File: src/rtl/fetch_pkg.sv
// Shared types and constants for the instruction-fetch front end.
package fetch_pkg;

  localparam int          FETCH_XLEN = 32;
  localparam logic [31:0] NOP_INSTR  = 32'h0000_0013;
  localparam int          PC_INCR    = 4;

  typedef struct packed {
    logic [FETCH_XLEN-1:0] pc;
    logic [FETCH_XLEN-1:0] instr;
  } fetch_entry_t;

endpackage

File: src/rtl/fetch_fifo.sv
// Small synchronous FIFO of fetched {pc, instr} entries with flush and an
// unregistered head so the IF/ID register sees the oldest entry directly.
module fetch_fifo
  import fetch_pkg::*;
#(
  parameter int  DEPTH   = 4,
  parameter type entry_t = fetch_entry_t
) (
  input  logic                   clk,
  input  logic                   rst_n,
  input  logic                   push_i,
  input  logic                   pop_i,
  input  logic                   flush_i,
  input  entry_t                 wdata_i,
  output entry_t                 rdata_o,
  output logic [$clog2(DEPTH):0] count_o,
  output logic                   empty_o,
  output logic                   full_o
);

  localparam int AW = $clog2(DEPTH);
  localparam int CW = AW + 1;

  entry_t          mem_q [DEPTH];
  logic [AW-1:0]   wr_ptr_q, wr_ptr_d;
  logic [AW-1:0]   rd_ptr_q, rd_ptr_d;
  logic [CW-1:0]   count_q, count_d;
  logic            do_push, do_pop;

  assign empty_o = (count_q == '0);
  assign full_o  = (count_q == CW'(DEPTH));
  assign count_o = count_q;
  assign rdata_o = mem_q[rd_ptr_q];

  assign do_pop  = pop_i && !flush_i && !empty_o;
  assign do_push = push_i && !flush_i && (!full_o || do_pop);

  always_comb begin
    wr_ptr_d = wr_ptr_q;
    rd_ptr_d = rd_ptr_q;
    count_d  = count_q;
    if (flush_i) begin
      wr_ptr_d = '0;
      rd_ptr_d = '0;
      count_d  = '0;
    end else begin
      if (do_push) wr_ptr_d = wr_ptr_q + AW'(1);
      if (do_pop)  rd_ptr_d = rd_ptr_q + AW'(1);
      count_d = count_q + CW'(do_push) - CW'(do_pop);
    end
  end

  always_ff @(posedge clk or negedge rst_n) begin
    if (!rst_n) begin
      wr_ptr_q <= '0;
      rd_ptr_q <= '0;
      count_q  <= '0;
    end else begin
      wr_ptr_q <= wr_ptr_d;
      rd_ptr_q <= rd_ptr_d;
      count_q  <= count_d;
    end
  end

  // Storage is never reset; only the pointers define what is valid.
  always_ff @(posedge clk) begin
    if (do_push) mem_q[wr_ptr_q] <= wdata_i;
  end

endmodule

File: src/rtl/fetch_unit.sv
// Instruction-fetch front end: credit-limited sequential requests, in-order
// responses buffered for IF/ID, redirect flush with wrong-path drop counting.
// Optional same-cycle response bypass when FETCH_BYPASS_EN is defined.
module fetch_unit
  import fetch_pkg::*;
#(
  parameter int                    DATA_WIDTH = 32,
  parameter logic [DATA_WIDTH-1:0] RESET_PC   = 32'h0000_0000,
  parameter int                    FIFO_DEPTH = 4
) (
  input  logic                  clk,
  input  logic                  rst_n,
  input  logic                  IFIDWrite,
  input  logic                  redirectE,
  input  logic [DATA_WIDTH-1:0] PCTargetE,
  output logic                  imem_req_valid,
  input  logic                  imem_req_ready,
  output logic [DATA_WIDTH-1:0] imem_req_addr,
  input  logic                  imem_rsp_valid,
  input  logic [DATA_WIDTH-1:0] imem_rsp_data,
  output logic                  validF,
  output logic [DATA_WIDTH-1:0] pcF,
  output logic [DATA_WIDTH-1:0] instrF,
  output logic [DATA_WIDTH-1:0] PCPlus4F
);

  localparam int                    CW         = $clog2(FIFO_DEPTH) + 1;
  localparam logic [DATA_WIDTH-1:0] ALIGN_MASK = ~DATA_WIDTH'(3);
  localparam logic [DATA_WIDTH-1:0] INCR       = DATA_WIDTH'(PC_INCR);
  localparam logic [DATA_WIDTH-1:0] NOP        = DATA_WIDTH'(NOP_INSTR);
  localparam logic [CW:0]           DEPTH_W    = (CW+1)'(FIFO_DEPTH);

  typedef struct packed {
    logic [DATA_WIDTH-1:0] pc;
    logic [DATA_WIDTH-1:0] instr;
  } entry_t;

  logic [DATA_WIDTH-1:0] req_pc_q, req_pc_d;
  logic [DATA_WIDTH-1:0] tag_pc_q, tag_pc_d;
  logic [DATA_WIDTH-1:0] pc_hold_q, pc_hold_d;
  logic [CW-1:0]         out_q, out_d;
  logic [CW-1:0]         drop_q, drop_d;
  logic [CW-1:0]         out_after_rsp;

  logic          rsp_live, rsp_keep, bypass, take, req_fire, credit_ok;
  logic          fifo_push, fifo_pop, fifo_empty, fifo_full;
  logic [CW-1:0] fifo_count;
  entry_t        fifo_wdata, fifo_head, head;

  // A response with nothing outstanding (e.g. a late one after reset) is ignored.
  assign rsp_live = imem_rsp_valid && (out_q != '0);
  assign rsp_keep = rsp_live && (drop_q == '0) && !redirectE;

`ifdef FETCH_BYPASS_EN
  assign bypass = fifo_empty && rsp_keep;
`else
  assign bypass = 1'b0;
`endif

  assign credit_ok      = ({1'b0, out_q} + {1'b0, fifo_count}) < DEPTH_W;
  assign imem_req_valid = rst_n && !redirectE && credit_ok && !fifo_full;
  assign imem_req_addr  = req_pc_q & ALIGN_MASK;
  assign req_fire       = imem_req_valid && imem_req_ready;

  assign validF   = !fifo_empty || bypass;
  assign take     = validF && IFIDWrite && !redirectE;
  assign fifo_pop = take && !bypass;
  assign fifo_push = rsp_keep && !(bypass && IFIDWrite);
  assign fifo_wdata = '{pc: tag_pc_q, instr: imem_rsp_data};

  always_comb begin
    head = fifo_head;
    if (bypass) head = fifo_wdata;
  end

  assign pcF      = validF ? head.pc    : pc_hold_q;
  assign instrF   = validF ? head.instr : NOP;
  assign PCPlus4F = pcF + INCR;

  assign out_after_rsp = out_q - CW'(rsp_live);

  always_comb begin
    req_pc_d  = req_pc_q;
    tag_pc_d  = tag_pc_q;
    drop_d    = drop_q;
    pc_hold_d = pcF;
    out_d     = out_after_rsp + CW'(req_fire);
    if (req_fire)                      req_pc_d = req_pc_q + INCR;
    if (rsp_keep)                      tag_pc_d = tag_pc_q + INCR;
    if (rsp_live && (drop_q != '0))    drop_d   = drop_q - CW'(1);
    // Everything still in flight after this cycle belongs to the wrong path.
    if (redirectE) begin
      req_pc_d = PCTargetE & ALIGN_MASK;
      tag_pc_d = PCTargetE & ALIGN_MASK;
      drop_d   = out_after_rsp;
    end
  end

  always_ff @(posedge clk or negedge rst_n) begin
    if (!rst_n) begin
      req_pc_q  <= RESET_PC;
      tag_pc_q  <= RESET_PC & ALIGN_MASK;
      pc_hold_q <= '0;
      out_q     <= '0;
      drop_q    <= '0;
    end else begin
      req_pc_q  <= req_pc_d;
      tag_pc_q  <= tag_pc_d;
      pc_hold_q <= pc_hold_d;
      out_q     <= out_d;
      drop_q    <= drop_d;
    end
  end

  fetch_fifo #(
    .DEPTH   (FIFO_DEPTH),
    .entry_t (entry_t)
  ) u_fifo (
    .clk     (clk),
    .rst_n   (rst_n),
    .push_i  (fifo_push),
    .pop_i   (fifo_pop),
    .flush_i (redirectE),
    .wdata_i (fifo_wdata),
    .rdata_o (fifo_head),
    .count_o (fifo_count),
    .empty_o (fifo_empty),
    .full_o  (fifo_full)
  );

endmodule

File: config.mk
export PLATFORM = sky130hd
export DESIGN_NAME = fetch_unit
export DESIGN_NICKNAME = d
export VERILOG_FILES = /design/src/rtl/fetch_pkg.sv /design/src/rtl/fetch_fifo.sv /design/src/rtl/fetch_unit.sv
export SDC_FILE = /design/constraint.sdc
export NUM_CORES = 1
export LEC_CHECK = 0
export ABC_AREA = 1
export BUFFER_PORTS_ARGS = -buffer_cell sky130_fd_sc_hd__buf_2
export CAP_MARGIN = 10
export CORE_ASPECT_RATIO = 0.5
export CORE_MARGIN = 1
export CORE_UTILIZATION = 40
export CTS_BUF_LIST = sky130_fd_sc_hd__clkbuf_2 sky130_fd_sc_hd__clkbuf_4 sky130_fd_sc_hd__clkbuf_8
export DETAILED_ROUTE_END_ITERATION = 10
export PLACE_DENSITY = 0.7
export SETUP_SLACK_MARGIN = 0.2
export SLEW_MARGIN = 20
export SYNTH_ARGS = -nofsm -noshare
export SYNTH_HDL_FRONTEND = slang
export SYNTH_SLANG_ARGS = --single-unit
File: constraint.sdc
create_clock -name clk -period 11.85 [get_ports clk]
set_clock_uncertainty 0.2 [all_clocks]
set_input_delay 2.37 -clock clk [delete_from_list [all_inputs] [get_ports clk]]
set_output_delay 2.37 -clock clk [all_outputs]
set_load 0.05 [all_outputs]
**Word level (Yosys, flattened, before mapping)**

Memory sizes are Yosys's and may differ from the RTL's.
Cells that the tools add are included.

- Logic and storage cells: 64
- Flip-flop bits (word level): 109
- RAM bits: 256
- Output and inout bits: 130
- Memories: 1
- Bits of input ports: 70

- Order comparisons: 1
- $add $sub $neg: 11
- Reduce and logical (&&, ||, !) cells: 27
- Eq/ne operators: 1
- Muxes and demuxes: 15

Memories:

| memory | words | bits a word | read ports | clocked after Yosys merged registers in | wr ports | line | text |
|---|---|---|---|---|---|---|---|
| u_fifo.mem_q | 4 | 64 | 1 | 0 | 1 | fetch_fifo.sv:24 | `entry_t mem_q [DEPTH];` |

Operators by type and width:

| kind | count |
|---|---|
| 2-to-1 mux 32 bit | 6 |
| adder 32 x 3 -> 32 bit (second input constant) | 3 |
| logical AND 1 bit | 14 |
| nonzero test 2 bit | 5 |
| 2-to-1 mux 3 bit | 3 |
| 2-to-1 mux 2 bit | 4 |
| adder 3 x 1 -> 3 bit | 2 |
| logical NOT 3 bit | 2 |
| nonzero test 3 bit | 2 |
| subtractor 3 x 1 -> 3 bit | 2 |
| adder 2 x 1 -> 2 bit (second input constant) | 2 |
| adder 3 x 3 -> 4 bit | 1 |
| less-than comparator 4 x 3 -> 1 bit (second input constant) | 1 |
| == test 3 bit (second input constant) | 1 |
| logical NOT 1 bit | 3 |
| subtractor 3 x 1 -> 3 bit (second input constant) | 1 |
| 2-to-1 mux 1 bit | 2 |
| logical OR 1 bit | 1 |

**Logic depth before layout (Yosys ltp)**

Gate-level depths: netlist of run 1.

- Depth in word-level cells: 11
- Mapped depth: 18
- Mapped depth without buffers: 16

**Modules after synthesis**

Synthesis of run 1 repeated with hierarchy kept, for this count alone.

- Cells, all modules: 1818
- Area total of the unflattened synthesis: 17053.9 sq um

By module, submodules not included:

| module | sequential area each (sq um) | area an instance (sq um) | cells an instance | times used |
|---|---|---|---|---|
| fetch_fifo | 7862.5 | 9955.8 | 685 | 1 |
| fetch_unit | 2452.4 | 7098.1 | 1133 | 1 |

**Least setup slack after synthesis of run 1**

Ideal clock, no wire load.

- Path type: input to register
- Start: input port imem_rsp_valid
- End: memory u_fifo.mem_q[0][0] (netlist name) (enable)
- Stages on the path: 5
- Library setup time: 0.482 ns
- Setup slack: 5.354 ns
- Path buffers: 0
- Data required time: 11.168 ns
- Arrival: 5.813 ns
- Cell sequence: a21boi_2 > nand3_2 > nor2_2 > o21ai_1 > nor2_1

- Longest elaborated chain between the ends: 7

RTL lines:

| item | line | text |
|---|---|---|
| from (decl) | fetch_unit.sv:19 | `input logic imem_rsp_valid,` |
| logical AND 1 bit | fetch_unit.sv:51 | `assign rsp_live = imem_rsp_valid && (out_q != '0);` |
| logical AND 1 bit (2 in series) | fetch_unit.sv:52 | `assign rsp_keep = rsp_live && (drop_q == '0) && !redirectE;` |
| logical AND 1 bit (2 in series) | fetch_fifo.sv:36 | `assign do_push = push_i && !flush_i && (!full_o \|\| do_pop);` |
| 2-to-1 mux 1 bit | fetch_fifo.sv:67 | `if (do_push) mem_q[wr_ptr_q] <= wdata_i;` |
| 2-to-1 mux 1 bit (not written as such) | fetch_fifo.sv:67 |  |
| to (decl) | fetch_fifo.sv:24 |  |

Every way passes these cells.

**Final worst setup path of run 1**

- Start: register u_fifo.count_q[1] (netlist: u_fifo.count_o[1])
- End: output port PCPlus4F[16]

- Longest elaborated chain between the ends: 3

RTL lines:

| item | line | text |
|---|---|---|
| from (decl) | fetch_fifo.sv:27 | `logic [CW-1:0] count_q, count_d;` |
| from (signal assigned) | fetch_fifo.sv:61 | `count_q <= count_d;` |
| logical NOT 3 bit | fetch_fifo.sv:30 | `assign empty_o = (count_q == '0);` |
| 2-to-1 mux 32 bit | fetch_unit.sv:76 | `assign pcF = validF ? head.pc : pc_hold_q;` |
| adder 32 x 3 -> 32 bit | fetch_unit.sv:78 | `assign PCPlus4F = pcF + INCR;` |
| to (decl) | fetch_unit.sv:24 | `output logic [DATA_WIDTH-1:0] PCPlus4F` |

Every way passes these cells.

==> flow_metrics.env, run 1 <==
export IMPL_status="finished clean"
export IMPL_fin_setup_tns_ns=0
export IMPL_grt_usage=0.2019
export IMPL_vias_per_cell=4.997
export IMPL_rows=53
export IMPL_crit_start="u_fifo.count_o[1]"
export IMPL_cp_data_required_time_ns=9.28
export IMPL_synth_most_common_cell="nand2_1"
export IMPL_dr_first_iter_drc_count=903
export IMPL_final_cells=2668
export IMPL_synth_top_area_share=0.4338
export IMPL_wl_per_cell_um=16.66
export IMPL_hold_ws_ns=0.2962
export IMPL_p_leak_uw=0.008497
export IMPL_critPathKind="register to output pin"
export IMPL_hpwl_um=28460
export IMPL_endpoint_kind="output pin"
export IMPL_finalSetupViolCount=0
export IMPL_clkLatencyLatePin_ns=0.59
export IMPL_port_buffers=195
export IMPL_grt_overflow=0
export IMPL_r2r_cells=8
export IMPL_num_antenna_cells=0
export IMPL_drt_pre_antenna_iters=6
export IMPL_drt_wl_total_um=44440
export IMPL_area_growth_pct=14.65
export IMPL_htreeDepth=2
export IMPL_ios=200
export IMPL_cts_tree="built"
export IMPL_final_max_slew_viol_count=0
export IMPL_cts_setup_buffers=0
export IMPL_r2r_end="u_fifo.mem_q[0][12]"
export IMPL_timing_rr_start="out_q[1]"
export IMPL_synth_commonest_cells="470 x nand2_1, 248 x edfxtp_1, 241 x nor2_1"
export IMPL_cp_start_kind="register"
export IMPL_grt_max_degree=104
export IMPL_rsz0062_at_grt="false"
export IMPL_ys_seq_area_frac=0.5868
export IMPL_fin_crit_ns=6.973
export IMPL_cts_sinks=353
export IMPL_initial_core_util=0.4071
export IMPL_numCtsBuffers=53
export IMPL_die_w_um=295.0
export IMPL_cts_resized=0
export IMPL_root_buffer="clkbuf_8"
export IMPL_synth_async_reset_ratio=0.2975
export IMPL_yosys_top_cells_area="edfxtp_1 43%, dfrtp_1 15%, nand2_1 10%"
export IMPL_synthesis_area_sq_um=17170
export IMPL_vdd_drop_max_mv=0.2747
export IMPL_p_per_area_nw_per_um2=260.2
export IMPL_fmax_ghz=0.1434
export IMPL_tightest_slew_ns=1.080
export IMPL_num_fill_cells=3959
export IMPL_grt_pass1_vias=12750
export IMPL_finalHoldViolations=0
export IMPL_finalCritPeriodShare=0.5885
export IMPL_antenna_found_initial=0
export IMPL_synthCells=1856
export IMPL_fp_dieArea_sq_um=43800
export IMPL_drive_above_1_share=0.1808
export IMPL_synth_edf_count=248
export IMPL_drv_cap=0
export IMPL_num_vias=13330
export IMPL_die_y_um=148.5
export IMPL_ff2ff_setup_slack_ns=8.30
export IMPL_cp_endpoint="PCPlus4F[16]"
export IMPL_place_congestion=0.8860
export IMPL_postCtsHoldBufs=0
export IMPL_yosys_area_top_type="edfxtp_1"
export IMPL_ys_types=55
export IMPL_maxSlewHeadroom=0.2801
export IMPL_cts_buffer_depth=3
export IMPL_ys_flop_type="edfxtp_1"
export IMPL_drcViolationCount=0
export IMPL_min_path_type="register to register"
export IMPL_arrival_ns=4.40
export IMPL_yosys_warnings=0
export IMPL_ys_ff_latch=353
export IMPL_grt_pass1_wl_um=68830
export IMPL_post_place_cells=2572
export IMPL_drtAntennaViolNets=0
export IMPL_worstPathMaxFanout=42
export IMPL_clk_pin_slew_ns=0.06
export IMPL_core_area_sq_um=42180
export IMPL_nNetsFinal=2138
export IMPL_synth_avg_cell_area_sq_um=9.250
==> logic make-up (layout without fill, tap and decap cells) <==
family	after synthesis	after routing	share of synthesized area
fa+ha+maj	18	18	0.01356
flops	353	353	0.5868
other cells	1	2	0.0002184
compound gates	200	200	0.06807
buf+inv	285	519	0.07128
simple gates	957	957	0.2386
xor+xnor	42	42	0.02143
==> metal layers <==
| layer | GRT usage | up-vias | share of wire |
|---|---|---|---|
| li1 | - | 6493 | - |
| met1 | 0.2661 | 6368 | 0.44 |
| met2 | 0.3442 | 400 | 0.49 |
| met3 | 0.03392 | 70 | 0.058 |
| met4 | 0.05625 | 0 | 0.020 |
| met5 | 0 | - | 0 |
==> state kept, by name, summed over array words and instances, names as in the netlist <==
signal,flops
u_fifo.count_o,3
u_fifo.rd_ptr_q,2
u_fifo.mem_q,248
pc_hold_q,32
drop_q,3
u_fifo.wr_ptr_q,2
tag_pc_q,30
out_q,3
req_pc_q,30
==> critical path, stage by stage, from the launching register on <==
cell and delay, ns:
dfrtp_1 0.44, nor2_1 0.15, nand2_2 0.05, buf_4 0.24
inv_2 0.41, buf_4 0.54, nand2_1 0.15, nand2_2 0.19
ha_1 0.26, nand3_1 0.09, nor2_1 0.26, nand2_2 0.14
inv_1 0.12, nand2_1 0.08, xor2_1 0.29, buf_2 0.33
==> cell usage in the layout (no fill, tap or decap), types with 3 or more instances in the layout <==
master       n
dfrtp_1    103
a21oi_1     48
buf_2      194
a22oi_1      4
o211ai_1    28
or2_2       13
inv_2        8
nor4_1       3
o221ai_1     8
nor2_1     237
o311ai_0     3
nor3_1      15
nand3_1    132
nor2_4      10
or2_0        3
xor2_1      37
clkinv_1    11
nor2_2      12
nand3_2      4
o21ai_0     86
ha_1        17
buf_4       15
inv_1      201
clkbuf_4    12
o21ai_1      5
nand4_1     20
clkinv_2    14
nand2_1    470
edfxtp_1   248
nand3b_1     5
nand2_2     24
a31oi_1      5
bufinv_16    3
clkbuf_8    57
xnor2_1      5
==> power breakdown <==
group	internal [uW]	switching, uW
sequential	1470	122
clock	549	476
combinational	530	1970
==> cell type report <==
| cell class | count | area [sq um] | area share |
|---|---|---|---|
| flip-flops and latches | 353 | 10080 | 0.5121 |
| multi-input cells | 1219 | 5903 | 0.2999 |
| repair buffers | 210 | 1095 | 0.05562 |
| clock buffers | 69 | 874.6 | 0.04443 |
| inverters | 213 | 803.3 | 0.04081 |
| well taps | 577 | 721.9 | 0.03668 |
| clock inverters | 27 | 205.2 | 0.01043 |
==> metrics by stage <==
step	total power [uW]	util	instance area, sq um	setup WS [ns]
2_1_floorplan	3498	-	17170	5.354
4_1_cts	5151	0.4666	19680	4.818
3_3_place_gp	4090	0.4410	18600	5.501
6_report	5121	0.4667	19680	4.877
5_1_grt	5397	0.4667	19680	4.565
3_5_place_dp	4119	0.4410	18600	5.469
==> worst min-delay path by stage <==
stage | start | endpoint | slack [ns] | depth (start not counted)
2_1_floorplan | tag_pc_q[28] | u_fifo.mem_q[0][60] | 0.30 | 0
3_3_place_gp | pc_hold_q[0] | pc_hold_q[0] | 0.28 | 2
3_5_place_dp | pc_hold_q[1] | pc_hold_q[1] | 0.29 | 2
4_1_cts | pc_hold_q[1] | pc_hold_q[1] | 0.30 | 2
5_1_grt | pc_hold_q[0] | pc_hold_q[0] | 0.33 | 2
6_report | pc_hold_q[1] | pc_hold_q[1] | 0.30 | 2
Power figures use the tool's default switching activity.
==> inputs of run 2 (changes only) <==
- ABC_AREA: 1 -> 0
- PLACE_DENSITY: 0.7 -> 0.71
- clock period: 11.85 -> 7.3 ns (I/O delays scaled with it)
==> run 2 against run 1 <==
  * Final area decreased by 9.4%
  * Clock power increased by 59%
  * Critical path depth decreased by 2
  * Largest cell class unchanged
==> flow_metrics.env, run 2 <==
export IMPL_status="finished clean"
export IMPL_drv_cap=0
export IMPL_ios=200
export IMPL_grt_overflow=0
export IMPL_grt_max_degree=76
export IMPL_cts_sinks=353
export IMPL_grt_pass1_wl_um=54770
export IMPL_layout_common_cells="248 x edfxtp_1, 194 x buf_2, 154 x nand2_1"
export IMPL_power_switching_uw=3576
export IMPL_synth_edf_count=248
export IMPL_crit_buf_inv=3
export IMPL_yosys_warnings=0
export IMPL_cts_resized=0
export IMPL_min_path_type="register to register"
export IMPL_drcViolationCount=0
export IMPL_rsz0062_at_grt="false"
export IMPL_clk_pin_slew_ns=0.07
export IMPL_ys_ff_latch=353
export IMPL_drive_above_1_share=0.2945
export IMPL_vdd_drop_max_mv=0.4148
export IMPL_synth_most_common_cell="edfxtp_1"
export IMPL_p_per_area_nw_per_um2=429.5
export IMPL_endpoint_kind="output pin"
export IMPL_crit_path_frequent_cell="nand2_1"
export IMPL_largestRegisters="u_fifo.mem_q (248), pc_hold_q (32)"
export IMPL_dr_first_iter_drc_count=523
export IMPL_hold_depth=1
export IMPL_yosys_area_top_type="edfxtp_1"
export IMPL_switching_share=0.4668
export IMPL_finalCritPeriodShare=0.8298
export IMPL_root_buffer="clkbuf_8"
export IMPL_cp_slowest_stage_delay_ns=0.58
export IMPL_maxSlewHeadroom=0.2699
export IMPL_fin_crit_ns=6.057
export IMPL_ys_seq_area_frac=0.6594
export IMPL_area_growth_pct=16.72
export IMPL_ys_types=63
export IMPL_hpwl_um=23500
export IMPL_cp_depth=13
export IMPL_arrival_ns=4.40
export IMPL_crit_family="simple AND/OR/NAND/NOR gates"
export IMPL_intPower_uw=4084
export IMPL_clkPwrFrac=0.214
export IMPL_vias_per_cell=5.275
export IMPL_cp_start_kind="register"
export IMPL_cts_buffer_depth=3
export IMPL_power_frac_seq=0.335
export IMPL_grt_usage=0.1794
export IMPL_wl_per_cell_um=19.36
export IMPL_ys_flop_type="edfxtp_1"
export IMPL_pwr_share_comb=0.451
export IMPL_synthCells=1045
export IMPL_tightest_slew_ns=1.085
export IMPL_p_total_uw=7660
export IMPL_die_w_um=278.4
export IMPL_postCtsHoldBufs=0
export IMPL_cts_tree="built"
export IMPL_cts_setup_buffers=0
export IMPL_synth_top_area_share=0.4874
export IMPL_initial_core_util=0.4071
export IMPL_r2r_cells=8
export IMPL_num_vias=9500
export IMPL_final_max_slew_viol_count=0
export IMPL_fp_dieArea_sq_um=39030
export IMPL_clkLatencyLatePin_ns=0.58
export IMPL_crit_chain="nor3_4 -> inv_2 -> buf_4 -> nand2_1 -> nand2_1 -> ha_1 -> and3_1 -> nand4_1 -> o21ai_1 -> nand4_2 -> nor4_2 -> xnor2_1 -> buf_2"
export IMPL_port_buffers=195
export IMPL_htreeDepth=2
export IMPL_slowest_stage="buf_4"
export IMPL_rows=50
export IMPL_critPathKind="register to output pin"
export IMPL_layout_commonest_cell="edfxtp_1"
export IMPL_core_area_sq_um=37540
export IMPL_fin_setup_tns_ns=0
export IMPL_die_y_um=140.2
export IMPL_antenna_found_initial=4
export IMPL_drt_wl_total_um=34860
export IMPL_largest_reg_flops=248
export IMPL_drt_pre_antenna_iters=5
export IMPL_place_congestion=0.9096
export IMPL_synthesis_area_sq_um=15280
export IMPL_finalSetupViolCount=0
export IMPL_grt_pass1_vias=9938
export IMPL_fmax_ghz=0.1651
export IMPL_finalHoldViolations=0
export IMPL_synth_async_reset_ratio=0.2975
export IMPL_synth_avg_cell_area_sq_um=14.62
export IMPL_cp_data_required_time_ns=5.64
export IMPL_worstPathMaxFanout=55
export IMPL_p_leak_uw=0.006784
export IMPL_nNetsFinal=1349
export IMPL_numCtsBuffers=52
export IMPL_yosys_top_cells_area="edfxtp_1 49%, dfrtp_1 17%, mux4_2 8.0%"
export IMPL_synth_commonest_cells="248 x edfxtp_1, 154 x nand2_1, 105 x dfrtp_1"
export IMPL_drtAntennaViolNets=0
export IMPL_top_register="u_fifo.mem_q"
run 2: routing by layer:
metal  up-vias  global-route usage  part of all wire
met4         2             0.07851             0.035
li1       4362                   -                 -
met2       285              0.3122              0.51
met3        82             0.04137             0.055
met1      4769              0.2144              0.40
met5         -                   0           0.00023
run 2: worst reg2reg max path, cell delays in order, from the launching register on:
cell,delay [ns]
dfrtp_1,0.49
ha_1,0.25
or4b_4,0.50
nor4_4,0.43
nand2_2,0.45
clkinv_2,0.36
nand4_1,0.15
xnor2_1,0.15
mux2_2,0.26
run 2: cells by family (layout without fill, tap and decap cells):
group | after synthesis | in the layout | share of synthesized area
adders and majority gates | 18 | 18 | 0.01523
DFF | 353 | 353 | 0.6594
other | 1 | 5 | 0.0002454
muxes | 76 | 76 | 0.1032
buffers and inverters | 72 | 330 | 0.02432
AOI/OAI and AO/OA | 103 | 103 | 0.04324
xor gates and xnor gates | 70 | 70 | 0.04012
and+or+nand+nor | 352 | 352 | 0.1143
run 2: final timing paths:
check	startpoint	endpoint	slack [ns]
worst max-delay path	u_fifo.count_o[1]	PCPlus4F[30]	1.24
worst min-delay path	pc_hold_q[0]	pc_hold_q[0]	0.32
worst max register to register	u_fifo.count_o[1]	req_pc_q[22]	3.94
worst min register to register	pc_hold_q[0]	pc_hold_q[0]	0.32
max in group asynchronous	rst_n	u_fifo.rd_ptr_q[0]	5.15
min in group asynchronous	rst_n	req_pc_q[4]	0.62
run 2: through the flow:
step / worst slack (ns) / area, sq um / cells / utilization / hold slack (ns)
2_1_floorplan: 0.6649 / 15280 / 1046 / - / 0.2952
3_3_place_gp: 1.953 / 16710 / 1700 / 0.4451 / 0.2826
3_5_place_dp: 1.874 / 16730 / 1701 / 0.4458 / 0.2999
4_1_cts: 1.239 / 17820 / 1798 / 0.4748 / 0.3147
5_1_grt: 0.8410 / 17830 / 1800 / 0.4751 / 0.3466
6_report: 1.243 / 17830 / 1801 / 0.4751 / 0.3182
run 2: cell type report:
class                      count  area, sq um
tap                          494        618.1
fill                        3219        19700
sequential                   353        10080
clock buffer                  82        991.0
clock inverter                15        98.84
timing repair buffer         207         1092
inverter                      26        98.84
multi-input combinational    621         4848
antenna                        3        7.507
run 2: power by group through the flow:
stage	Combinational [uW]	Clock (uW)	Sequential [uW]
finish	3460	1640	2570
global route	3640	1760	2600
CTS	3470	1670	2570
detailed placement	3460	0	2600
global placement	3410	0	2590
floorplan	2670	0	2570
==> inputs of run 3 (changes only) <==
- PLACE_DENSITY: 0.71 -> 0.73
- clock period: 7.3 -> 5.1 ns (I/O delays scaled with it)
==> run 3 against run 2 <==
  * Worst setup slack lost 0.86 ns
  * Global-route usage shrank 0.13 points
  * Sequential share of layout area shrank 0.82 points
  * Largest cell class unchanged
  * Largest power group unchanged
==> flow_metrics.env, run 3 (synthesis results as in run 2) <==
export IMPL_drv_cap=0
export IMPL_vdd_drop_max_mv=0.4968
export IMPL_ios=200
export IMPL_cp_data_required_time_ns=3.88
export IMPL_status="finished clean"
export IMPL_min_path_type="register to register"
export IMPL_seqCellArea_sq_um=10080
export IMPL_drive_above_1_share=0.3125
export IMPL_vias_per_cell=5.275
export IMPL_p_per_area_nw_per_um2=618.0
export IMPL_nNetsFinal=1360
export IMPL_cp_start_kind="register"
export IMPL_clkPwrFrac=0.208
export IMPL_largest_reg_flops=248
export IMPL_num_fill_cells=3174
export IMPL_maxSlewHeadroom=0.2560
export IMPL_clk_pin_slew_ns=0.06
export IMPL_cp_slowest_stage_delay_ns=0.46
export IMPL_layout_common_cells="248 x edfxtp_1, 193 x buf_2, 153 x nand2_1"
export IMPL_cts_buffer_depth=3
export IMPL_grt_max_degree=63
export IMPL_crit_family="simple AND/OR/NAND/NOR gates"
export IMPL_grt_overflow=0
export IMPL_layout_commonest_cell="edfxtp_1"
export IMPL_core_area_sq_um=37540
export IMPL_num_vias=9538
export IMPL_drt_wl_total_um=34850
export IMPL_power_frac_seq=0.321
export IMPL_final_max_slew_viol_count=0
export IMPL_p_leak_uw=0.006918
export IMPL_fin_crit_ns=4.718
export IMPL_drt_pre_antenna_iters=5
export IMPL_finalCritPeriodShare=0.9252
export IMPL_tightest_slew_ns=1.106
export IMPL_switching_share=0.4651
export IMPL_die_w_um=278.4
export IMPL_cts_sinks=353
export IMPL_rows=50
export IMPL_numCtsBuffers=52
export IMPL_port_buffers=195
export IMPL_dr_first_iter_drc_count=492
export IMPL_area_growth_pct=18.44
export IMPL_grt_pass1_wl_um=54310
export IMPL_fin_setup_tns_ns=0
export IMPL_multi_input_area_sq_um=4996
export IMPL_slowest_stage="dfrtp_1"
export IMPL_grt_usage=0.1781
export IMPL_final_util=0.4821
export IMPL_hpwl_um=23440
export IMPL_drtAntennaViolNets=0
export IMPL_crit_chain="nor3_4 -> inv_6 -> mux2i_4 -> clkinvlp_4 -> ha_4 -> and3_1 -> nand4_1 -> o21ai_2 -> nand4_4 -> nor4_4 -> xor2_2 -> buf_2"
export IMPL_arrival_ns=3.50
export IMPL_wl_per_cell_um=19.27
export IMPL_finalSetupViolCount=0
export IMPL_intPower_uw=5983
export IMPL_fp_dieArea_sq_um=39030
export IMPL_worstPathMaxFanout=26
export IMPL_top_register="u_fifo.mem_q"
export IMPL_postCtsHoldBufs=0
export IMPL_clkLatencyLatePin_ns=0.56
export IMPL_drcViolationCount=0
export IMPL_initial_core_util=0.4071
export IMPL_pwr_share_comb=0.471
export IMPL_critPathKind="register to output pin"
export IMPL_fmax_ghz=0.2119
export IMPL_grt_pass1_vias=9655
export IMPL_root_buffer="clkbuf_8"
export IMPL_largestRegisters="u_fifo.mem_q (248), pc_hold_q (32)"
export IMPL_endpoint_kind="output pin"
export IMPL_antenna_found_initial=3
export IMPL_place_congestion=0.8482
export IMPL_htreeDepth=2
export IMPL_crit_buf_inv=3
export IMPL_die_y_um=140.2
export IMPL_finalHoldViolations=0
export IMPL_power_switching_uw=5202
export IMPL_cts_tree="built"
export IMPL_rsz0062_at_grt="true"
## run 3: changes by cell type in the layout (fill, tap and decap cells not counted), moves of 2 or more
cell / previous run / this run
buf_4: 11 / 18
xnor2_1: 37 / 31
xnor2_2: 0 / 6
buf_12: 0 / 5
xor2_1: 33 / 28
xor2_2: 0 / 5
clkbuf_8: 60 / 58
clkinv_2: 7 / 9
nor4_2: 2 / 0
nor4_4: 1 / 3
## run 3: layout make-up
type                    instances  share of cell area
flip-flops and latches        353              0.5570
multi-input cells             621              0.2761
repair buffers                218             0.06741
clock buffers                  78             0.05241
well taps                     494             0.03415
clock inverters                16            0.006775
inverters                      26            0.005946
diodes                          2           0.0002765
## run 3: final timing paths
path	start	endpoint	slack, ns	cells past startpoint
worst max register to register	u_fifo.count_o[1]	req_pc_q[19]	2.14	7
min in group asynchronous	rst_n	req_pc_q[6]	0.40	2
worst min-delay path	pc_hold_q[1]	pc_hold_q[1]	0.31	1
worst max-delay path	u_fifo.count_o[2]	PCPlus4F[28]	0.38	12
max in group asynchronous	rst_n	u_fifo.rd_ptr_q[0]	2.94	3
worst min register to register	pc_hold_q[1]	pc_hold_q[1]	0.31	1
## run 3: stage by stage
stage	hold WS [ns]	worst slack, ns	total power (uW)	cells	cell area, sq um
2_1_floorplan	0.2952	0.2070	7689	1046	15440
3_3_place_gp	0.2830	0.6850	8754	1707	16930
3_5_place_dp	0.2940	0.7246	8841	1707	16930
4_1_cts	0.3139	0.1830	11200	1805	18040
5_1_grt	0.3404	0.1915	11650	1808	18100
6_report	0.3149	0.3815	11180	1808	18100
## run 3: timing repair
item,CTS,global route
buffers inserted,4,1
pin swaps,0,1
gates resized for setup,1,12
setup endpoints to repair,8,17
hold endpoints to repair,0,0
## run 3: routing by layer
layer	track usage	share of wire	up-vias
li1	-	-	4372
met1	0.2167	0.40	4817
met2	0.3151	0.52	278
met3	0.03803	0.054	69
met4	0.06194	0.026	2
met5	0	0.00023	-
## run 3: power by group through the flow
stage               sequential [uW]  combinational (uW)  clock [uW]
finish                         3590                5270        2320
global route                   3620                5530        2490
CTS                            3590                5240        2370
detailed placement             3660                5180           0
global placement               3640                5110           0
floorplan                      3690                4000           0
